[src/rtl/mux_gate_seq.sv]
// mux_gate_seq: bit-serial logic-operation sequencer.
//
// Evaluates AND/OR/NOT/NAND/NOR/XOR/XNOR on two WIDTH-bit operands, LSB
// first, one bit per clock. Every gate is built from one shared 2:1 mux
// (y = sel ? a1 : a0), whose data and select inputs are steered per opcode
// from constants, the current operand-A bit or its inverse, and the operand-B bit.
//
// Ports:
//   clk    - clock, rising edge
//   rst    - asynchronous active-high reset
//   start  - command request, sampled only while ready=1
//   opcode - 0 AND, 1 OR, 2 NOT, 3 NAND, 4 NOR, 5 XOR, 6 XNOR, 7 illegal
//   op_a   - operand A, captured on the accept edge
//   op_b   - operand B, captured on the accept edge (ignored for NOT)
//   ready  - high in IDLE
//   busy   - high in RUN
//   done   - one-cycle pulse when result is valid
//   err    - set by an illegal opcode, held until the next accept
//   result - registered result, held until the next accept
//   zero   - (only with MUX_GATE_SEQ_ZERO_FLAG_EN) final result == 0,
//            updated together with done, 0 for an illegal opcode
//
// Optional feature macro: MUX_GATE_SEQ_ZERO_FLAG_EN

module mux_gate_seq #(
    parameter int WIDTH = 8
) (
    input  logic             clk,
    input  logic             rst,
    input  logic             start,
    input  logic [2:0]       opcode,
    input  logic [WIDTH-1:0] op_a,
    input  logic [WIDTH-1:0] op_b,
    output logic             ready,
    output logic             busy,
    output logic             done,
    output logic             err,
    output logic [WIDTH-1:0] result
`ifdef MUX_GATE_SEQ_ZERO_FLAG_EN
    ,
    output logic             zero
`endif
);

    localparam int CNT_W = $clog2(WIDTH) + 1;
    localparam logic [CNT_W-1:0] LAST = CNT_W'(WIDTH - 1);

    localparam logic [2:0] OP_AND  = 3'd0;
    localparam logic [2:0] OP_OR   = 3'd1;
    localparam logic [2:0] OP_NOT  = 3'd2;
    localparam logic [2:0] OP_NAND = 3'd3;
    localparam logic [2:0] OP_NOR  = 3'd4;
    localparam logic [2:0] OP_XOR  = 3'd5;
    localparam logic [2:0] OP_XNOR = 3'd6;
    localparam logic [2:0] OP_ILL  = 3'd7;

    typedef enum logic [1:0] {
        S_IDLE = 2'd0,
        S_RUN  = 2'd1,
        S_DONE = 2'd2
    } state_t;

    state_t             state_q, state_d;
    logic [WIDTH-1:0]   a_q, a_d;
    logic [WIDTH-1:0]   b_q, b_d;
    logic [2:0]         op_q, op_d;
    logic [CNT_W-1:0]   cnt_q, cnt_d;
    logic [WIDTH-1:0]   res_q, res_d;
    logic               done_q, done_d;
    logic               err_q, err_d;
`ifdef MUX_GATE_SEQ_ZERO_FLAG_EN
    logic               zero_q, zero_d;
`endif

    // Shared mux input steering
    logic a_bit, s_bit;
    logic m_a0, m_a1, m_sel, mux_y;

    always_comb begin
        a_bit = a_q[0];
        s_bit = b_q[0];
        m_a0  = 1'b0;
        m_a1  = 1'b0;
        m_sel = 1'b0;
        case (op_q)
            OP_AND:  begin m_a0 = 1'b0;   m_a1 = a_bit;  m_sel = s_bit; end
            OP_OR:   begin m_a0 = a_bit;  m_a1 = 1'b1;   m_sel = s_bit; end
            // NOT uses A as the select: a=0 picks 1, a=1 picks 0.
            OP_NOT:  begin m_a0 = 1'b1;   m_a1 = 1'b0;   m_sel = a_bit; end
            OP_NAND: begin m_a0 = 1'b1;   m_a1 = ~a_bit; m_sel = s_bit; end
            OP_NOR:  begin m_a0 = ~a_bit; m_a1 = 1'b0;   m_sel = s_bit; end
            OP_XOR:  begin m_a0 = a_bit;  m_a1 = ~a_bit; m_sel = s_bit; end
            OP_XNOR: begin m_a0 = ~a_bit; m_a1 = a_bit;  m_sel = s_bit; end
            default: begin m_a0 = 1'b0;   m_a1 = 1'b0;   m_sel = 1'b0;  end
        endcase
        mux_y = m_sel ? m_a1 : m_a0;
    end

    // Next-state and datapath
    always_comb begin
        state_d = state_q;
        a_d     = a_q;
        b_d     = b_q;
        op_d    = op_q;
        cnt_d   = cnt_q;
        res_d   = res_q;
        done_d  = 1'b0;
        err_d   = err_q;
`ifdef MUX_GATE_SEQ_ZERO_FLAG_EN
        zero_d  = zero_q;
`endif
        case (state_q)
            S_IDLE: begin
                if (start) begin
                    a_d   = op_a;
                    b_d   = op_b;
                    op_d  = opcode;
                    cnt_d = '0;
                    res_d = '0;
                    if (opcode == OP_ILL) begin
                        // Illegal opcode skips RUN and reports immediately.
                        state_d = S_DONE;
                        err_d   = 1'b1;
                        done_d  = 1'b1;
`ifdef MUX_GATE_SEQ_ZERO_FLAG_EN
                        zero_d  = 1'b0;
`endif
                    end else begin
                        state_d = S_RUN;
                        err_d   = 1'b0;
                    end
                end
            end
            S_RUN: begin
                // New bit enters at the MSB so after WIDTH shifts bit 0 sits at the LSB.
                res_d            = res_q >> 1;
                res_d[WIDTH-1]   = mux_y;
                a_d              = a_q >> 1;
                b_d              = b_q >> 1;
                cnt_d            = cnt_q + CNT_W'(1);
                if (cnt_q == LAST) begin
                    state_d = S_DONE;
                    done_d  = 1'b1;
`ifdef MUX_GATE_SEQ_ZERO_FLAG_EN
                    zero_d  = (res_d == '0);
`endif
                end
            end
            S_DONE: begin
                state_d = S_IDLE;
            end
            default: begin
                state_d = S_IDLE;
            end
        endcase
    end

    always_ff @(posedge clk or posedge rst) begin
        if (rst) begin
            state_q <= S_IDLE;
            a_q     <= '0;
            b_q     <= '0;
            op_q    <= '0;
            cnt_q   <= '0;
            res_q   <= '0;
            done_q  <= 1'b0;
            err_q   <= 1'b0;
`ifdef MUX_GATE_SEQ_ZERO_FLAG_EN
            zero_q  <= 1'b0;
`endif
        end else begin
            state_q <= state_d;
            a_q     <= a_d;
            b_q     <= b_d;
            op_q    <= op_d;
            cnt_q   <= cnt_d;
            res_q   <= res_d;
            done_q  <= done_d;
            err_q   <= err_d;
`ifdef MUX_GATE_SEQ_ZERO_FLAG_EN
            zero_q  <= zero_d;
`endif
        end
    end

    assign ready  = (state_q == S_IDLE);
    assign busy   = (state_q == S_RUN);
    assign done   = done_q;
    assign err    = err_q;
    assign result = res_q;
`ifdef MUX_GATE_SEQ_ZERO_FLAG_EN
    assign zero   = zero_q;
`endif

endmodule

[config.mk]
export PLATFORM = sky130hd
export DESIGN_NAME = mux_gate_seq
export DESIGN_NICKNAME = d
export VERILOG_FILES = /design/src/rtl/mux_gate_seq.sv
export SDC_FILE = /design/constraint.sdc
export NUM_CORES = 1
export LEC_CHECK = 0
export CORE_ASPECT_RATIO = 0.8
export CORE_UTILIZATION = 47
export CTS_BUF_LIST = sky130_fd_sc_hd__clkbuf_8
export CTS_CLUSTER_SIZE = 40
export DETAILED_ROUTE_END_ITERATION = 8
export PLACE_DENSITY = 0.77
export REMOVE_ABC_BUFFERS = 1
export SYNTH_ARGS = -nofsm -noshare
export SYNTH_HDL_FRONTEND = slang
export SYNTH_SLANG_ARGS = --single-unit
[constraint.sdc]
create_clock -name clk -period 1.3 [get_ports clk]
set_input_delay 0.26 -clock clk [delete_from_list [all_inputs] [get_ports clk]]
set_output_delay 0.26 -clock clk [all_outputs]
set_load 0.03 [all_outputs]
Yosys cells after proc, flatten, opt, wreduce, memory -nomap -nowiden
Index checks and enable logic that the tools add are counted.
W data, S select, Z words.
{"block": "classes", "n_addsub": 1, "n_eq_ne": 11, "muxes": 20, "bitwise_logic": 1, "n_reduce_logical": 12}
{"operator": "$pmux W8 S2", "count": 3}
{"operator": "$mux W8", "count": 3}
{"operator": "$eq A3 B3 Y1 const B", "count": 4}
{"operator": "$reduce_or A2 Y1", "count": 5}
{"operator": "$pmux W4 S2", "count": 1}
{"operator": "$eq A3 B2 Y1 const B", "count": 2}
{"operator": "$mux W2", "count": 3}
{"operator": "$pmux W1 S3", "count": 2}
{"operator": "$reduce_and A2 Y1", "count": 3}
{"operator": "$reduce_or A6 Y1", "count": 1}
{"operator": "$add A4 B1 Y4 const B", "count": 1}
{"operator": "$eq A4 B3 Y1 const B", "count": 1}
{"operator": "$mux W1", "count": 4}
{"operator": "$mux W4", "count": 1}
{"operator": "$pmux W1 S2", "count": 2}
{"operator": "$pmux W2 S2", "count": 1}
{"operator": "$eq A3 B1 Y1 const B", "count": 1}
{"operator": "$logic_not A3 Y1", "count": 1}
{"operator": "$eq A2 B1 Y1 const B", "count": 1}
{"operator": "$logic_not A2 Y1", "count": 1}
{"operator": "$ne A2 B1 Y1 const B", "count": 1}
{"operator": "$ne A2 B2 Y1 const B", "count": 1}
{"operator": "$reduce_bool A2 Y1", "count": 1}
{"operator": "$not A1 Y1", "count": 1}
{"block": "totals", "ff_bits": 35, "input_bits": 22, "out_inout_bits": 12, "elab_cells": 53}

Longest topological paths before layout
{"block": "depth", "ltp_word": 5, "depth_mapped": 6, "mapped_depth_nobuf": 4}

Worst setup path before layout
No wires, ideal clock.
{"block": "synth_path", "path_type": "reg2out", "startpoint": "register state_q[0]", "endpoint": "output ready", "t_arrival_ps": 1234, "t_required_ps": 1040, "setup_slack_ps": -194, "stages_incl_launch_ff": 5, "path_buffers": 3, "path_cell_list": "dfrtp_1 -> buf_4 -> buf_4 -> buf_2 -> nor2_1"}
{"block": "synth_between", "elab_chain_len": 1}
{"item": "start, declared", "line_no": "63", "rtl": "state_t state_q, state_d;"}
{"item": "start signal, assigned", "line_no": "172", "rtl": "state_q <= state_d;"}
{"item": "$logic_not A2 Y1", "line_no": "186", "rtl": "assign ready = (state_q == S_IDLE);"}
{"item": "end, declared", "line_no": "34", "rtl": "output logic ready,"}
No other way between the ends.

Final worst setup path
{"block": "layout_path", "startpoint": "register state_q[1]", "endpoint": "output ready"}
Same word-level chain as after synthesis.

==> results.py <==
metrics = {
    "setup_path": {
        "cp_slowest_stage_delay_ns": 0.41,
        "worst-path-buf-inv": 2,
        "crit_path_max_fanout": 6,
        "critical_path.most_common_cell": "buf_6",
        "critPathSlowestCell": "dfrtp_1",
        "end_kind": "output pin",
        "setup.worst_path.class": "reg -> out",
        "worstPathArrival_ns": 1.12,
        "start_kind": "flip-flop",
        "critPathTopFamily": "flip-flops",
        "required_ns": 1.04,
        "crit_chain": "buf_6 > nor2_2 > buf_6",
    },
    "final_layout": {
        "finalNonFillerCells": 251,
        "num_antenna_cells": 0,
        "drive_gt1_frac": 0.242,
        "synthToLayoutAreaGrowth_pct": 36.3,
        "final_common_cell": "dfrtp_1",
        "final_cell_mix": "dfrtp_1 (34), nand2_1 (29), buf_4 (27)",
        "nNetsFinal": 233,
    },
    "place": {
        "place.port_buffers": 33,
        "gp_congestion": 0.760,
        "dp.cells": 236,
        "pre_cts_slack_ns": -0.303,
        "dp_hpwl_um": 2720,
    },
    "power": {
        "total_power_uw": 5460,
        "p_per_area_nw_per_um2": 2440,
        "p_leak_uw": 0.00111,
        "peakVddDrop_uv": 1380,
    },
    "clocking": {
        "clock_path_buffers": 2,
        "h-tree-depth": 2,
        "cts_tree": "done",
        "holdBufCountCts": 0,
        "cts_made_buffers": 5,
        "clk_latency_ns": 0.29,
        "clk_pin_slew_ns": 0.07,
        "clock-root-buffer": "clkbuf_8",
        "cts_sinks": 35,
    },
    "global_routing": {
        "met2_usage": 0.397,
        "grtUsageMet1": 0.285,
        "grt.total_usage": 0.237,
        "globalRouteMet3Util": 0.0625,
        "grt_pass1_vias": 1343,
        "overflow": 0,
        "grt_max_degree": 36,
        "antenna_found_initial": 0,
        "grt_busiest_layer": "met2",
        "grt_pass1_wl_um": 6210,
    },
    "timing": {
        "fin_crit_sh": 1.06,
        "drv_slew": 0,
        "worst_slack_ns": -0.0782,
        "setup_viol": 11,
        "setup_tns_ns": -0.297,
        "hold_violations": 0,
        "post-route-min-period_ns": 1.38,
        "slew_headroom": 0.847,
        "fmax_mhz": 726,
        "worst_pin_slew_ns": 0.229,
        "timing.hold.ws_ns": 0.305,
        "fin_skew_ns": 0.00557,
        "rsz0062_at_grt": "true",
    },
    "drt": {
        "vias": 1391,
        "vias_per_cell": 5.54,
        "drtAntennaViolNets": 0,
        "first_iter_violations": 82,
        "drt_wl_total_um": 3980,
        "dr.pass1.iters": 4,
        "wire_per_inst_um": 15.8,
        "drc_errors": 0,
    },
    "synthesis": {
        "netlist_area_um2": 1640,
        "syn_avg_cell_area_um2": 10.3,
        "synth_top_area_cell": "dfrtp_1",
        "synth_area_leaders": "dfrtp_1 (53%), and3b_1 (7.5%), nand2_1 (6.9%)",
        "seq_area_frac_synth": 0.533,
        "yosysUniqueCellTypes": 31,
        "syn_inst": 159,
        "ys_warn_count": 0,
        "ys_ff_latch": 35,
        "synth_top_cell_area_share": 0.533,
    },
    "run": {
        "maxCapViolCount": 0,
    },
    "die": {
        "rows": 18,
        "core_area_um2": 3200,
        "die-width_um": 68.1,
        "initial_core_util": 0.514,
        "die_h_um": 54.9,
        "die_area_um2": 3740,
        "io_pins": 34,
    },
    "run_status": {
        "violations": "setup timing",
        "status": "finished, violations left",
    },
    "worst_hold_path": {
        "hp-class": "in -> async",
    },
}
cell families after synthesis:
| kind of cell | count (synthesis) | synth area share |
|---|---|---|
| AO/OA/AOI/OAI | 50 | 0.193 |
| adder cells (fa/ha/maj) | 1 | 0.00761 |
| multiplexers | 2 | 0.0129 |
| buffers and inverters | 14 | 0.0487 |
| flip-flops | 35 | 0.533 |
| AND/OR/NAND/NOR | 56 | 0.199 |
| XOR/XNOR | 1 | 0.00533 |
Yosys cell counts:
cell      instances
clkbuf_1          2
buf_4             4
ha_1              1
buf_6             1
or3b_1            1
mux2_2            1
and3_1            1
or3_1             1
and3b_1          14
inv_1             3
nand2b_1          1
dfrtp_1          35
nand2_1          30
o21ai_1           1
a22o_1           11
o22a_1            2
a32oi_1           1
mux2i_1           1
a21oi_1          16
o21ai_0          16
o21bai_2          1
nor2b_1           2
o211ai_1          1
xor2_1            1
nand4_1           1
nor2_1            2
nand2b_4          1
buf_2             4
nor3b_4           1
nor3_1            1
a2111o_1          1
per-layer routing:
| metal | share of wire | vias up |
|---|---|---|
| met5 | 0 | - |
| met4 | 0.015 | 0 |
| met3 | 0.040 | 9 |
| met2 | 0.50 | 36 |
| met1 | 0.45 | 675 |
| li1 | - | 671 |
layout make-up:
| cell class | instances | area (um^2) |
|---|---|---|
| clock buffer | 7 | 96.3 |
| clock inverter | 1 | 3.75 |
| fill | 244 | 958 |
| inverter | 3 | 16.3 |
| multi-input combinational | 110 | 699 |
| sequential | 35 | 877 |
| tap | 40 | 50.0 |
| timing repair buffer | 55 | 497 |
worst register-to-register path: stages, from the launching register on:
cell	delay (ns)
dfrtp_1	0.41
buf_4	0.16
o21bai_2	0.21
buf_12	0.17
buf_4	0.14
nand2_1	0.06
o21ai_0	0.08
state kept, by name, summed over array words and instances (netlist names):
register	count
op_q	3
done	1
state_q	2
err	1
a_q	8
result	8
b_q	8
cnt_q	4
power breakdown:
| part | switching (uW) | internal [uW] |
|---|---|---|
| Sequential | 404 | 1560 |
| Combinational | 1360 | 1260 |
| Clock | 393 | 476 |
timing repair:
| action | in CTS | in global routing |
|---|---|---|
| buffers inserted | 2 | 5 |
| setup endpoints to repair | 16 | 17 |
| resized for setup | 6 | 11 |
worst paths after layout:
path                                              from                      to  slack [ns]  cells past startpoint
worst max-delay path            state_q[1]$_DFFE_PP0P_                   ready       -0.08                      3
worst min-delay path                               rst   result[5]$_DFFE_PP0P_        0.31                      3
worst max register to register  state_q[1]$_DFFE_PP0P_      b_q[1]$_DFFE_PP0P_       -0.05                      6
worst min register to register      b_q[3]$_DFFE_PP0P_      b_q[3]$_DFFE_PP0P_        0.48                      2
max in group asynchronous                          rst  state_q[0]$_DFFE_PP0P_        0.79                      3
min in group clk                    b_q[3]$_DFFE_PP0P_      b_q[3]$_DFFE_PP0P_        0.48                      2
per-stage QoR:
stage                     area [um^2]   util
final                            2240  0.700
after floorplan                  1570      -
after global placement           2070  0.646
after CTS                        2190  0.684
after detailed placement         2070  0.646
after global routing             2240  0.700
No activity file was read; power rests on OpenSTA's default activity.
